## src/rtl/grayscale_pipe_if.sv

```systemverilog
// grayscale_pipe_if: valid/ready RGB pixel stream in, gray stream out.
// master = pixel source/sink side, slave = converter side.
interface grayscale_pipe_if #(
  parameter int DATA_W = 12
);
  logic              in_valid;
  logic              in_ready;
  logic [DATA_W-1:0] in_r;
  logic [DATA_W-1:0] in_g;
  logic [DATA_W-1:0] in_b;
  logic [1:0]        in_mode;
  logic              in_last;
  logic              out_valid;
  logic              out_ready;
  logic [DATA_W-1:0] out_gray;
  logic              out_last;

  modport master (
    output in_valid,
    output in_r,
    output in_g,
    output in_b,
    output in_mode,
    output in_last,
    output out_ready,
    input  in_ready,
    input  out_valid,
    input  out_gray,
    input  out_last
  );

  modport slave (
    input  in_valid,
    input  in_r,
    input  in_g,
    input  in_b,
    input  in_mode,
    input  in_last,
    input  out_ready,
    output in_ready,
    output out_valid,
    output out_gray,
    output out_last
  );
endinterface

```

## src/rtl/grayscale_pipe.sv

```systemverilog
// grayscale_pipe: 3-stage RGB-to-gray converter, per-pixel mode,
// global-enable valid/ready pipeline.
module grayscale_pipe #(
  parameter int DATA_W  = 12,
  parameter bit LAST_EN = 1'b1
) (
  input logic        clk,
  input logic        rst,
  grayscale_pipe_if.slave px
);
  localparam int PW = DATA_W + 8;
  localparam int SW = DATA_W + 10;

  localparam logic [DATA_W-1:0] MAX_V = '1;
  localparam logic [PW-1:0] K_R601 = PW'(77);
  localparam logic [PW-1:0] K_G601 = PW'(150);
  localparam logic [PW-1:0] K_B601 = PW'(29);
  localparam logic [PW-1:0] K_MEAN = PW'(85);

  typedef struct packed {
    logic [PW-1:0] tr;
    logic [PW-1:0] tg;
    logic [PW-1:0] tb;
    logic [1:0]    mode;
    logic          last;
  } s1_t;

  typedef struct packed {
    logic [SW-1:0] sum;
    logic [1:0]    mode;
    logic          last;
  } s2_t;

  logic              v1;
  logic              v2;
  logic              v3;
  logic              adv;
  s1_t               s1_d;
  s1_t               s1_q;
  s2_t               s2_d;
  s2_t               s2_q;
  logic [DATA_W-1:0] gray_d;
  logic [DATA_W-1:0] gray_q;
  logic              last_q;
  logic [PW-1:0]     r_x;
  logic [PW-1:0]     g_x;
  logic [PW-1:0]     b_x;
  logic [SW-1:0]     shifted;

  assign adv          = !(v3 && !px.out_ready);
  assign px.in_ready  = adv;
  assign px.out_valid = v3;
  assign px.out_gray  = gray_q;
  assign px.out_last  = LAST_EN && last_q;

  assign r_x = PW'(px.in_r);
  assign g_x = PW'(px.in_g);
  assign b_x = PW'(px.in_b);

  // Mean mode is distributed as 85r+85g+85b so every mode is a 3-term sum.
  always_comb begin
    s1_d      = '0;
    s1_d.mode = px.in_mode;
    s1_d.last = px.in_last;
    unique case (px.in_mode)
      2'd0: begin
        s1_d.tr = r_x >> 2;
        s1_d.tg = g_x >> 1;
        s1_d.tb = b_x >> 2;
      end
      2'd1: begin
        s1_d.tr = r_x * K_R601;
        s1_d.tg = g_x * K_G601;
        s1_d.tb = b_x * K_B601;
      end
      2'd2: begin
        s1_d.tr = r_x * K_MEAN;
        s1_d.tg = g_x * K_MEAN;
        s1_d.tb = b_x * K_MEAN;
      end
      2'd3: begin
        s1_d.tg = g_x;
      end
    endcase
  end

  always_comb begin
    s2_d      = '0;
    s2_d.sum  = SW'(s1_q.tr) + SW'(s1_q.tg) + SW'(s1_q.tb);
    s2_d.mode = s1_q.mode;
    s2_d.last = s1_q.last;
  end

  always_comb begin
    shifted = s2_q.sum;
    if (s2_q.mode == 2'd1 || s2_q.mode == 2'd2) begin
      shifted = s2_q.sum >> 8;
    end
    gray_d = shifted[DATA_W-1:0];
    if (shifted > SW'(MAX_V)) begin
      gray_d = MAX_V;
    end
  end

  // Data registers only load behind a valid; bubbles keep old payload.
  always_ff @(posedge clk or posedge rst) begin
    if (rst) begin
      v1     <= 1'b0;
      v2     <= 1'b0;
      v3     <= 1'b0;
      s1_q   <= '0;
      s2_q   <= '0;
      gray_q <= '0;
      last_q <= 1'b0;
    end else if (adv) begin
      v1 <= px.in_valid;
      v2 <= v1;
      v3 <= v2;
      if (px.in_valid) begin
        s1_q <= s1_d;
      end
      if (v1) begin
        s2_q <= s2_d;
      end
      if (v2) begin
        gray_q <= gray_d;
        last_q <= s2_q.last;
      end
    end
  end
endmodule

```

## src/flat_wrapper.sv

```systemverilog
// flat-port wrapper written by rule: the top's interface ports become plain ports
module grayscale_pipe_flat 
#(
  parameter int DATA_W  = 12,
  parameter bit LAST_EN = 1'b1
)
  (clk, rst, px_in_valid, px_in_r, px_in_g, px_in_b, px_in_mode, px_in_last, px_out_ready, px_in_ready, px_out_valid, px_out_gray, px_out_last);
  grayscale_pipe_if #(.DATA_W(DATA_W)) px_i ();
  input logic clk;
  input logic rst;
  input wire logic [$bits(px_i.in_valid)-1:0] px_in_valid;
  input wire logic [$bits(px_i.in_r)-1:0] px_in_r;
  input wire logic [$bits(px_i.in_g)-1:0] px_in_g;
  input wire logic [$bits(px_i.in_b)-1:0] px_in_b;
  input wire logic [$bits(px_i.in_mode)-1:0] px_in_mode;
  input wire logic [$bits(px_i.in_last)-1:0] px_in_last;
  input wire logic [$bits(px_i.out_ready)-1:0] px_out_ready;
  output wire logic [$bits(px_i.in_ready)-1:0] px_in_ready;
  output wire logic [$bits(px_i.out_valid)-1:0] px_out_valid;
  output wire logic [$bits(px_i.out_gray)-1:0] px_out_gray;
  output wire logic [$bits(px_i.out_last)-1:0] px_out_last;
  assign px_i.in_valid = px_in_valid;
  assign px_i.in_r = px_in_r;
  assign px_i.in_g = px_in_g;
  assign px_i.in_b = px_in_b;
  assign px_i.in_mode = px_in_mode;
  assign px_i.in_last = px_in_last;
  assign px_i.out_ready = px_out_ready;
  assign px_in_ready = px_i.in_ready;
  assign px_out_valid = px_i.out_valid;
  assign px_out_gray = px_i.out_gray;
  assign px_out_last = px_i.out_last;
  grayscale_pipe #(.DATA_W(DATA_W), .LAST_EN(LAST_EN)) u_core (.clk(clk), .rst(rst), .px(px_i));
endmodule
```

## config.mk

```make
export PLATFORM = sky130hd
export DESIGN_NAME = grayscale_pipe_flat
export DESIGN_NICKNAME = d
export VERILOG_FILES = /design/src/rtl/grayscale_pipe_if.sv /design/src/rtl/grayscale_pipe.sv /design/src/flat_wrapper.sv
export SDC_FILE = /design/constraint.sdc
export NUM_CORES = 1
export LEC_CHECK = 0
export ABC_CLOCK_PERIOD_IN_PS = 8500
export CORE_MARGIN = 4
export CORE_UTILIZATION = 45
export DETAILED_ROUTE_END_ITERATION = 8
export PLACE_DENSITY = 0.68
export SLEW_MARGIN = 20
export SYNTH_ARGS = -nofsm -noshare
export SYNTH_HDL_FRONTEND = slang
export SYNTH_SLANG_ARGS = --single-unit
export TNS_END_PERCENT = 30
```

## constraint.sdc

```tcl
create_clock -name clk -period 8.5 [get_ports clk]
set_clock_uncertainty 0.2 [all_clocks]
set_input_delay 1.275 -clock clk [delete_from_list [all_inputs] [get_ports clk]]
set_output_delay 1.275 -clock clk [all_outputs]
set_load 0.01 [all_outputs]
```

==> results.json <==
{
  "nets": 2163,
  "io-pin-count": 58,
  "drv_slew": 0,
  "grt_pass1_vias": 11898,
  "hold_ws_ps": 269,
  "synthCells": 1692,
  "crit_path_cell_trace": "clkdlybuf4s50_1 -> ha_1 -> inv_1 -> fa_1 -> inv_1 -> ha_1 -> inv_1 -> fa_1 -> inv_1 -> ha_1 -> o21ai_0 -> o21ai_0 -> nand3_1 -> a31oi_1 -> a31oi_1 -> xnor2_1 -> a22oi_1 -> o21ai_0",
  "via_per_inst": 5.45,
  "dp_hpwl_um": 29400,
  "ys.flop_type": "dfrtp_1",
  "dpl.cell_count": 2163,
  "clock_path_buffers": 2,
  "drive_gt1_share_pct": 4.66,
  "postRouteAntennaNets": 0,
  "status": "finished, final reports clean",
  "final_cell_mix": "290 x ha_1, 266 x inv_1, 150 x nand2_1",
  "core_region_area_um2": 32600,
  "worstMarginPinSlew_ps": 1000,
  "syn_nets": 2123,
  "clock_power_share_pct": 9.1,
  "start_util_pct": 45.7,
  "ys_warn_count": 0,
  "cts_tree": "done",
  "worst_hold_path.endpoint": "u_core.px.out_valid",
  "cpMaxStageDelayCell": "clkdlybuf4s50_1",
  "port_buffers": 57,
  "top_usage_layer": "met2",
  "yosysSeqAreaShare_pct": 17.1,
  "first_pass_iters": 5,
  "gr-usage-met2_pct": 33.9,
  "global_route.usage.total_pct": 20.1,
  "hold_class": "reg -> reg",
  "rsz0062_at_grt": "no",
  "clock.fmax_mhz": 176,
  "synthToLayoutAreaGrowth_pct": 9.20,
  "rr_worst_depth": 20,
  "netlist_area_um2": 14900,
  "grt_pass1_wl_um": 59800,
  "r2r-start": "u_core.s1_q[43]",
  "fin_util_pct": 49.9,
  "internal_power_mw": 2.52,
  "netSwitchingPower_mw": 2.40,
  "met1_usage_pct": 28.1,
  "synth_top_area_cell": "ha_1",
  "power_frac_seq_pct": 16.8,
  "fin_crit_ps": 5690,
  "cts_buffers": 9,
  "synth_area_leaders": "ha_1 24%, dfrtp_1 17%, fa_1 13%",
  "placed_area_um2": 16000,
  "p_sw_share_pct": 48.8,
  "setup_viol": 0,
  "grt_max_degree": 67,
  "clock_latency_ps": 360,
  "tns_ps": 0,
  "clkTransAtPathRegs_ps": 80,
  "worstSetupStartpointType": "input pin",
  "yosysUniqueCellTypes": 77,
  "hold_viol_final": 0,
  "ir_drop_mv": 0.197,
  "worst-path-buf-inv": 5,
  "routedWlPerCell_um": 16.3,
  "cp.required_ps": 8520,
  "synth.avg_cell_area_um2": 8.81,
  "ctsResizeCount": 0,
  "row_count": 66,
  "gp_congestion": 0.943,
  "cts_setup_buffers": 0,
  "stdcell_area_um2": 16300,
  "cp_max_fo": 8,
  "die_h_um": 190,
  "synth_top_area_share_pct": 24.3,
  "layoutNonFillerInstCount": 2179,
  "critical_path_class": "in -> reg",
  "final_common_cell": "ha_1",
  "arrival_ps": 5710,
  "p_leak_nw": 8.21,
  "ctsRootBufferMaster": "clkbuf_16",
  "max_slew_margin_pct": 32.9,
  "fin_crit_sh_pct": 67.0,
  "antenna_found_initial": 0,
  "combinationalPowerShare_pct": 74.1,
  "crit_top_cell": "inv_1",
  "wirelength_um": 35400,
  "async_flop_share_pct": 100,
  "fp.dieW_um": 190,
  "cts_num_sinks": 102,
  "holdBufCountCts": 0,
  "r2r_end": "u_core.s2_q[22]",
  "dieArea_um2": 36100,
  "hold-path-cell-count": 2,
  "power_density_nw_per_um2": 302,
  "use_met3_pct": 2.15,
  "synth_seq_cells": 102,
  "critPathMaxStageDelay_ps": 600,
  "min-delay-start": "u_core.v2",
  "post-route-drc-count": 0,
  "vias": 11886,
  "first_iter_violations": 680,
  "antennaDiodeCount": 0,
  "cp-end-kind": "register",
  "critical_path.top_delay_family": "adder cells",
  "cts_max_level": 3,
  "synth_edf_count": 0,
  "cap_viol_max_count": 0,
  "ff2ff_setup_slack_ps": 4020,
  "grt_overflow_total": 0
}
==> worst max path at each step <==
stage               start         endpoint  slack (ps)  depth (start not counted)
2_1_floorplan  px_in_b[1]  u_core.s1_q[17]        3400                         17
3_3_place_gp   px_in_b[1]  u_core.s1_q[17]        2620                         18
3_5_place_dp   px_in_g[3]  u_core.s1_q[41]        2480                         18
4_1_cts        px_in_g[3]  u_core.s1_q[41]        2840                         18
5_1_grt        px_in_g[3]  u_core.s1_q[37]        2470                         18
6_report       px_in_r[3]  u_core.s1_q[60]        2810                         18
==> layer usage <==
layer / up-vias / wire length (um)
li1: 5881 / -
met1: 5723 / 16600
met2: 245 / 16800
met3: 37 / 1400
met4: 0 / 612
met5: - / 0
==> state kept, by name, summed over array words and instances (netlist names) <==
register / cells
u_core.s1_q: 61
u_core.s2_q: 25
u_core.px.out_gray: 12
u_core.px.out_last: 1
u_core.px.out_valid: 1
u_core.v1: 1
u_core.v2: 1
==> power by group through the flow <==
| stage | logic (mW) | registers, mW | clock network, mW |
|---|---|---|---|
| floorplan | 2.83 | 0.779 | 0 |
| detailed placement | 3.62 | 0.836 | 0 |
| global placement | 3.53 | 0.831 | 0 |
| CTS | 3.65 | 0.827 | 0.456 |
| finish | 3.65 | 0.826 | 0.447 |
| global route | 4.14 | 0.845 | 0.475 |
==> cell usage after synthesis (8+ instances only) <==
master	count
ha_1	290
inv_1	267
nand2_1	151
nor2_1	111
dfrtp_1	102
fa_1	98
o21ai_0	95
a21oi_1	68
xnor2_1	65
xor2_1	39
a21o_1	28
a31oi_1	27
clkbuf_1	27
nor3_1	26
nand3_1	24
a211oi_1	20
and3_1	19
mux2i_1	18
o21a_1	18
nand2b_1	16
or3_1	12
a221oi_1	11
nor2b_1	11
o21ai_1	10
o21bai_1	9
o221ai_1	9
buf_1	8
mux2_2	8
mux4_2	8
==> metrics by stage <==
| step | power, mW | worst slack [ps] |
|---|---|---|
| finish | 4.92 | 2810 |
| global route | 5.46 | 2470 |
| CTS | 4.93 | 2840 |
| detailed placement | 4.46 | 2480 |
| global placement | 4.37 | 2620 |
| floorplan | 3.61 | 3400 |
==> logic make-up after synthesis <==
logic type,synth area share [%]
buf+inv,7.70
xor+xnor,6.11
fa+ha+maj,37.5
flops,17.1
compound gates,16.8
simple gates,11.7
mux,3.02
==> worst reg2reg max path, cell delays in order (launching register included) <==
cell and delay [ps]:
dfrtp_1 380, ha_1 200, inv_1 60, fa_1 400, nor2b_1 180, o211ai_1 140
a21o_1 220, a21oi_2 240, o21ai_0 110, nand2b_1 80, a21oi_1 80, xnor2_1 190
ha_1 320, a21o_1 210, a21o_1 180, a21oi_1 200, o21ai_0 150, a2111oi_0 410
nor2_1 130, xor2_1 150, o21ai_0 170
==> area by class of cell <==
type | count | area (um^2)
Clock inverter | 7 | 96.3
Clock buffer | 9 | 225
Sequential cell | 102 | 2550
Timing Repair Buffer | 67 | 636
Fill cell | 3068 | 16300
Tap cell | 442 | 553
Inverter | 267 | 1000
Multi-Input combinational cell | 1285 | 11200
(Power assumes the default switching activity.)
